--- src/rtl/font_rom_arbiter_if.sv ---
// Bundles the requester and ROM-side signals of font_rom_arbiter.
//   req/addr     : per-requester level request and flattened addresses
//   gnt/rvalid   : one-hot grant and one-hot read-data valid
//   rdata        : ROM row broadcast to all requesters
//   rom_address/rom_en/rom_data : single synchronous glyph ROM port
//   busy         : any request pending or read in flight
// master = renderers + ROM side, slave = arbiter.
interface font_rom_arbiter_if #(
  parameter int unsigned NREQ = 4,
  parameter int unsigned AW   = 10,
  parameter int unsigned DW   = 32
);
  logic [NREQ-1:0]    req;
  logic [NREQ*AW-1:0] addr;
  logic [NREQ-1:0]    gnt;
  logic [NREQ-1:0]    rvalid;
  logic [DW-1:0]      rdata;
  logic [AW-1:0]      rom_address;
  logic               rom_en;
  logic [DW-1:0]      rom_data;
  logic               busy;

  modport master (
    output req, addr, rom_data,
    input  gnt, rvalid, rdata, rom_address, rom_en, busy
  );

  modport slave (
    input  req, addr, rom_data,
    output gnt, rvalid, rdata, rom_address, rom_en, busy
  );
endinterface

--- src/rtl/font_rom_arbiter.sv ---
// Round-robin arbiter sharing one synchronous glyph ROM between NREQ
// character renderers. Each cycle one requester is granted the ROM port;
// a tag pipeline tracks the grant through the ROM latency and returns the
// row with a one-hot rvalid exactly ROM_LAT+1 cycles after gnt.
// Ports:
//   clk  : system clock, rising edge
//   rst  : asynchronous active-high reset
//   bus  : font_rom_arbiter_if.slave (req, addr, gnt, rvalid, rdata,
//          rom_address, rom_en, rom_data, busy)
// Optional feature macro: FONT_ARB_PRIO0_EN -- requester 0 wins whenever it
// requests; requesters 1..NREQ-1 round-robin among themselves.
module font_rom_arbiter #(
  parameter int unsigned NREQ    = 4,
  parameter int unsigned AW      = 10,
  parameter int unsigned DW      = 32,
  parameter int unsigned ROM_LAT = 1
) (
  input  logic              clk,
  input  logic              rst,
  font_rom_arbiter_if.slave bus
);

  localparam int unsigned PW = (NREQ > 1) ? $clog2(NREQ) : 1;
  localparam int unsigned NS = ROM_LAT + 1;

  logic [PW-1:0]         ptr_q, ptr_d;
  logic [NREQ-1:0]       gnt_q, gnt_d;
  logic [NREQ-1:0]       rvalid_q, rvalid_d;
  logic [DW-1:0]         rdata_q, rdata_d;
  logic [AW-1:0]         rom_address_q, rom_address_d;
  logic                  rom_en_q, rom_en_d;
  logic [NS-1:0]         tag_vld_q, tag_vld_d;
  logic [NS-1:0][PW-1:0] tag_idx_q, tag_idx_d;

  logic                  win_vld_c;
  logic [PW-1:0]         win_idx_c;
  logic                  ptr_adv_c;
  logic [NREQ-1:0]       rr_req_c;

  // Winner selection: scan from the pointer upward with wrap.
  always_comb begin
    logic [PW:0] cand;
    win_vld_c = 1'b0;
    win_idx_c = '0;
    ptr_adv_c = 1'b0;
    cand      = '0;
`ifdef FONT_ARB_PRIO0_EN
    // Requester 0 is excluded from the rotation and overrides it.
    rr_req_c  = bus.req & ~NREQ'(1);
`else
    rr_req_c  = bus.req;
`endif
    for (int k = 0; k < int'(NREQ); k++) begin
      cand = {1'b0, ptr_q} + (PW+1)'(k);
      if (cand >= (PW+1)'(NREQ)) cand = cand - (PW+1)'(NREQ);
      if (!win_vld_c && rr_req_c[cand[PW-1:0]]) begin
        win_vld_c = 1'b1;
        win_idx_c = cand[PW-1:0];
        ptr_adv_c = 1'b1;
      end
    end
`ifdef FONT_ARB_PRIO0_EN
    if (bus.req[0]) begin
      win_vld_c = 1'b1;
      win_idx_c = '0;
      ptr_adv_c = 1'b0;
    end
`endif
  end

  // Next-state: grant/ROM launch, tag shift, data return.
  always_comb begin
    ptr_d         = ptr_q;
    gnt_d         = '0;
    rom_en_d      = 1'b0;
    rom_address_d = rom_address_q;
    rvalid_d      = '0;
    rdata_d       = rdata_q;
    tag_vld_d     = {tag_vld_q[NS-2:0], win_vld_c};
    tag_idx_d     = {tag_idx_q[NS-2:0], win_idx_c};

    if (win_vld_c) begin
      gnt_d[win_idx_c] = 1'b1;
      rom_en_d         = 1'b1;
      rom_address_d    = bus.addr[int'(win_idx_c)*int'(AW) +: AW];
      if (ptr_adv_c) begin
        ptr_d = (win_idx_c == PW'(NREQ-1)) ? '0 : win_idx_c + PW'(1);
      end
    end

    // Last tag stage lines up with the ROM row being valid on rom_data.
    if (tag_vld_q[NS-1]) begin
      rvalid_d[tag_idx_q[NS-1]] = 1'b1;
      rdata_d                   = bus.rom_data;
    end
  end

  // State registers.
  always_ff @(posedge clk or posedge rst) begin
    if (rst) begin
      ptr_q         <= '0;
      gnt_q         <= '0;
      rvalid_q      <= '0;
      rdata_q       <= '0;
      rom_address_q <= '0;
      rom_en_q      <= 1'b0;
      tag_vld_q     <= '0;
      tag_idx_q     <= '0;
    end else begin
      ptr_q         <= ptr_d;
      gnt_q         <= gnt_d;
      rvalid_q      <= rvalid_d;
      rdata_q       <= rdata_d;
      rom_address_q <= rom_address_d;
      rom_en_q      <= rom_en_d;
      tag_vld_q     <= tag_vld_d;
      tag_idx_q     <= tag_idx_d;
    end
  end

  assign bus.gnt         = gnt_q;
  assign bus.rvalid      = rvalid_q;
  assign bus.rdata       = rdata_q;
  assign bus.rom_address = rom_address_q;
  assign bus.rom_en      = rom_en_q;
  assign bus.busy        = (|bus.req) | (|tag_vld_q) | rom_en_q;

endmodule

--- src/flat_wrapper.sv ---
// flat-port wrapper written by rule: the top's interface ports become plain ports
module font_rom_arbiter_flat 
#(
  parameter int unsigned NREQ    = 4,
  parameter int unsigned AW      = 10,
  parameter int unsigned DW      = 32,
  parameter int unsigned ROM_LAT = 1
)
  (clk, rst, bus_req, bus_addr, bus_rom_data, bus_gnt, bus_rvalid, bus_rdata, bus_rom_address, bus_rom_en, bus_busy);
  font_rom_arbiter_if #(.NREQ(NREQ), .AW(AW), .DW(DW)) bus_i ();
  input  logic clk;
  input  logic rst;
  input wire logic [$bits(bus_i.req)-1:0] bus_req;
  input wire logic [$bits(bus_i.addr)-1:0] bus_addr;
  input wire logic [$bits(bus_i.rom_data)-1:0] bus_rom_data;
  output wire logic [$bits(bus_i.gnt)-1:0] bus_gnt;
  output wire logic [$bits(bus_i.rvalid)-1:0] bus_rvalid;
  output wire logic [$bits(bus_i.rdata)-1:0] bus_rdata;
  output wire logic [$bits(bus_i.rom_address)-1:0] bus_rom_address;
  output wire logic [$bits(bus_i.rom_en)-1:0] bus_rom_en;
  output wire logic [$bits(bus_i.busy)-1:0] bus_busy;
  assign bus_i.req = bus_req;
  assign bus_i.addr = bus_addr;
  assign bus_i.rom_data = bus_rom_data;
  assign bus_gnt = bus_i.gnt;
  assign bus_rvalid = bus_i.rvalid;
  assign bus_rdata = bus_i.rdata;
  assign bus_rom_address = bus_i.rom_address;
  assign bus_rom_en = bus_i.rom_en;
  assign bus_busy = bus_i.busy;
  font_rom_arbiter #(.NREQ(NREQ), .AW(AW), .DW(DW), .ROM_LAT(ROM_LAT)) u_core (.clk(clk), .rst(rst), .bus(bus_i));
endmodule
--- config.mk ---
export PLATFORM = sky130hd
export DESIGN_NAME = font_rom_arbiter_flat
export DESIGN_NICKNAME = d
export VERILOG_FILES = /design/src/rtl/font_rom_arbiter_if.sv /design/src/rtl/font_rom_arbiter.sv /design/src/flat_wrapper.sv
export SDC_FILE = /design/constraint.sdc
export NUM_CORES = 1
export LEC_CHECK = 0
export ABC_AREA = 1
export BUFFER_PORTS_ARGS = -buffer_cell sky130_fd_sc_hd__buf_2
export CAP_MARGIN = 15
export CORE_MARGIN = 5
export CORE_UTILIZATION = 47
export CTS_CLUSTER_SIZE = 20
export DETAILED_ROUTE_END_ITERATION = 8
export PLACE_DENSITY = 0.92
export SYNTH_ARGS = -nofsm -noshare
export SYNTH_HDL_FRONTEND = slang
export SYNTH_SLANG_ARGS = --single-unit
--- constraint.sdc ---
create_clock -name clk -period 2.4 [get_ports clk]
set_input_delay 0.12 -clock clk [delete_from_list [all_inputs] [get_ports clk]]
set_output_delay 0.12 -clock clk [all_outputs]
set_load 0.02 [all_outputs]
==> impl_metrics.csv <==
group,metric,value,unit
sta,fin_ws,0.292,ns
floorplanning,initial_core_util,48.1,%
grt,gr-usage-met2,34.6,%
sta,period_share,87.8,%
routing,vias,2881,
cts,clk_pin_slew_worst_paths,0.07,ns
worst_setup_path,startpoint_type,"flip-flop",
floorplanning,dieArea,7720,um2
power,vdd_drop_max,0.000801,V
sta,finalClockSkew,0.00790,ns
min_path,min_path_type,"in -> reg",
worst_setup_path,reg2regPathDepth,12,
floorplanning,io_pins,130,
min_path,worstHoldEndpoint,"u_core.bus.rdata[26]$_DFFE_PP0P_",
synthesis,synth_nets,464,
sta,tns,0,ns
worst_setup_path,cp.required,2.59,ns
cts,root_buffer,"clkbuf_8",
grt,grt_util_met1,24.2,%
grt,grt_usage,19.9,%
final_layout,final_cells,603,
sta,fmax,474,MHz
sta,max_slew_margin,37.3,%
routing,wl_per_cell,12.6,um
sta,holdWs,0.0141,ns
placed_design,gp_congestion,0.843,
grt,grt_overflow,0,
grt,met3_usage,3.57,%
routing,drtIter0Drc,97,
routing,wl,7.57,mm
synthesis,netlist_area,2850,um2
worst_setup_path,cp_cell_sequence,"inv_2, nand2_1, nand3_1, nand2_2, nor2_1, nor2_1, nand2_2, nand2_4, inv_1, ha_1, nand2_1, o21ai_1",
worst_setup_path,cp_slowest_stage_delay,0.52,ns
sta,drv_slew,0,
cts,cts.sink_count,58,
min_path,min-delay-start,"bus_rom_data[26]",
worst_setup_path,timing.rr.start,"u_core.ptr_q[0]$_DFFE_PP0P_",
routing,antenna_left,0,
power,total_power,5.36,mW
grt,grt_pass1_wl,12.1,mm
routing,dr.pass1.iters,5,
outcome,status,"finished, final reports clean",
placed_design,dp_worst_setup_slack,0.317,ns
cts,cts_max_level,3,
final_layout,nets,602,
placed_design,dp.cells,578,
placed_design,numPortBuffers,129,
worst_setup_path,worst-path-buf-inv,2,
worst_setup_path,ff2ff_setup_slack,0.29,ns
min_path,hold_depth,3,
floorplanning,num_rows,28,
final_layout,most-common-layout-cells,"nand2_1 (193), buf_2 (129), dfrtp_1 (58), nand3_1 (47), inv_1 (41)",
grt,grt_max_degree,52,
power,p_leak,2.32,nW
cts,tritoncts,"done",
worst_setup_path,critPathKind,"reg -> reg",
grt,grt_busiest_layer,"met2",
grt,antenna_found_initial,0,
synthesis,ys_seq_elements,58,
grt,grt_pass1_vias,2802,
sta,worst_pin_slew,0.934,ns
worst_setup_path,regToRegEndpoint,"u_core.ptr_q[1]$_DFFE_PP0P_",
floorplanning,die_h,87.8,um
worst_setup_path,cp-end-kind,"flip-flop",
worst_setup_path,crit_family,"simple AND/OR/NAND/NOR gates",
final_layout,layout_commonest_cell,"nand2_1",
cts,clk_latency,0.32,ns
synthesis,yosysUniqueCellTypes,21,
placed_design,dpl.hpwl,5.59,mm
cts,numCtsBuffers,9,
synthesis,ys_seq_area_share,51.0,%
floorplanning,die_w,87.8,um
sta,finalSetupViolCount,0,
final_layout,area_delta_synth_final,34.9,%
floorplanning,core_region_area,5920,um2
sta,final_hold_viol_count,0,
worst_setup_path,path_max_fanout,25,
synthesis,yosysWarnings,0,
final_layout,fillerInstances,512,
worst_setup_path,cp.arrival,2.30,ns
routing,drc_errors,0,
synthesis,postSynthCellCount,385,
job,cap_violations,0,
synthesis,avgSynthCellArea,7.40,um2
routing,vias_per_cell,4.78,
sta,rsz0062_at_grt,"false",
worst_setup_path,worst_path_max_delay_cell,"dfrtp_1",
final_layout,diodes,0,
power,power_density,1400,nW/um2
final_layout,drive_gt1_share,30.5,%
sta,fin_crit,2.11,ns
cts,cts_max_path_buffers,2,
worst max path at each step:
stage | from | to | depth (start not counted)
finish | u_core.ptr_q[0]$_DFFE_PP0P_ | u_core.ptr_q[1]$_DFFE_PP0P_ | 12
floorplan | u_core.ptr_q[0]$_DFFE_PP0P_ | u_core.ptr_q[1]$_DFFE_PP0P_ | 13
global placement | u_core.ptr_q[0]$_DFFE_PP0P_ | u_core.ptr_q[1]$_DFFE_PP0P_ | 12
detailed placement | u_core.ptr_q[0]$_DFFE_PP0P_ | u_core.ptr_q[1]$_DFFE_PP0P_ | 12
global route | u_core.ptr_q[0]$_DFFE_PP0P_ | u_core.ptr_q[1]$_DFFE_PP0P_ | 12
CTS | u_core.ptr_q[0]$_DFFE_PP0P_ | u_core.ptr_q[1]$_DFFE_PP0P_ | 12
tightest hold or removal path: cells and delay by family:
kind	cells	cell delay, ns
buffers and inverters	1	0.08
AND/OR/NAND/NOR	2	0.10
metal layers:
layer / up-vias / wire (um)
met5: - / 0
met4: 0 / 163
met3: 16 / 694
met2: 137 / 3640
met1: 1286 / 3070
li1: 1442 / -
area by class of cell:
type	count	area (um2)	area share, %
clock buffer	11	131	3.42
clock inverter	5	103	2.67
inverter	47	176	4.59
multi-input combinational	263	1100	28.8
sequential	58	1450	37.8
tap	75	93.8	2.44
timing repair buffer	144	781	20.3
power breakdown:
| part | total, mW | internal, mW | switching [mW] |
|---|---|---|---|
| Clock | 1.05 | 0.689 | 0.365 |
| Combinational | 2.82 | 0.923 | 1.90 |
| Sequential | 1.49 | 1.31 | 0.176 |
through the flow:
step           cell area, um2  util (%)
2_1_floorplan            2850         -
3_3_place_gp             3520      59.4
3_5_place_dp             3520      59.4
4_1_cts                  3840      64.9
5_1_grt                  3840      64.9
6_report                 3840      64.9
cell families (layout without fill, tap and decap cells):
family / Yosys count / after routing / synth area share, %
adders and majority gates: 1 / 1 / 0.439
AOI/OAI and AO/OA: 4 / 4 / 0.703
and+or+nand+nor: 258 / 258 / 37.7
buffers and inverters: 64 / 207 / 10.2
DFF: 58 / 58 / 51.0
synthesized netlist by cell type (all sizes together):
cell type	number	share of area (%)
nand3	49	9.0
clkbuf	7	0.92
nand2	196	26
dfrtp	58	51
clkinv	1	0.13
nor2	7	1.3
buf	10	3.1
inv	46	6.1
a21oi	1	0.18
nand3b	1	0.26
nor3	5	0.88
o21ai	3	0.53
ha	1	0.44
sequential cells by signal, indices dropped and copies added (netlist names):
| name | count |
|---|---|
| u_core.tag_idx_q | 2 |
| u_core.bus.gnt | 4 |
| u_core.bus.rdata | 32 |
| u_core.tag_vld_q | 2 |
| u_core.tag_idx_d | 2 |
| u_core.bus.rom_address | 10 |
| u_core.ptr_q | 2 |
| u_core.bus.rvalid | 4 |
what timing repair did:
| item | CTS | global route |
|---|---|---|
| buffers inserted | 0 | 0 |
| hold buffers | 9 | 0 |
| setup endpoints to repair | 0 | 0 |
| endpoints found under the hold margin | 15 | 0 |
| gates resized for setup | 0 | 0 |
Note: power is estimated with default switching activity, not from simulation.
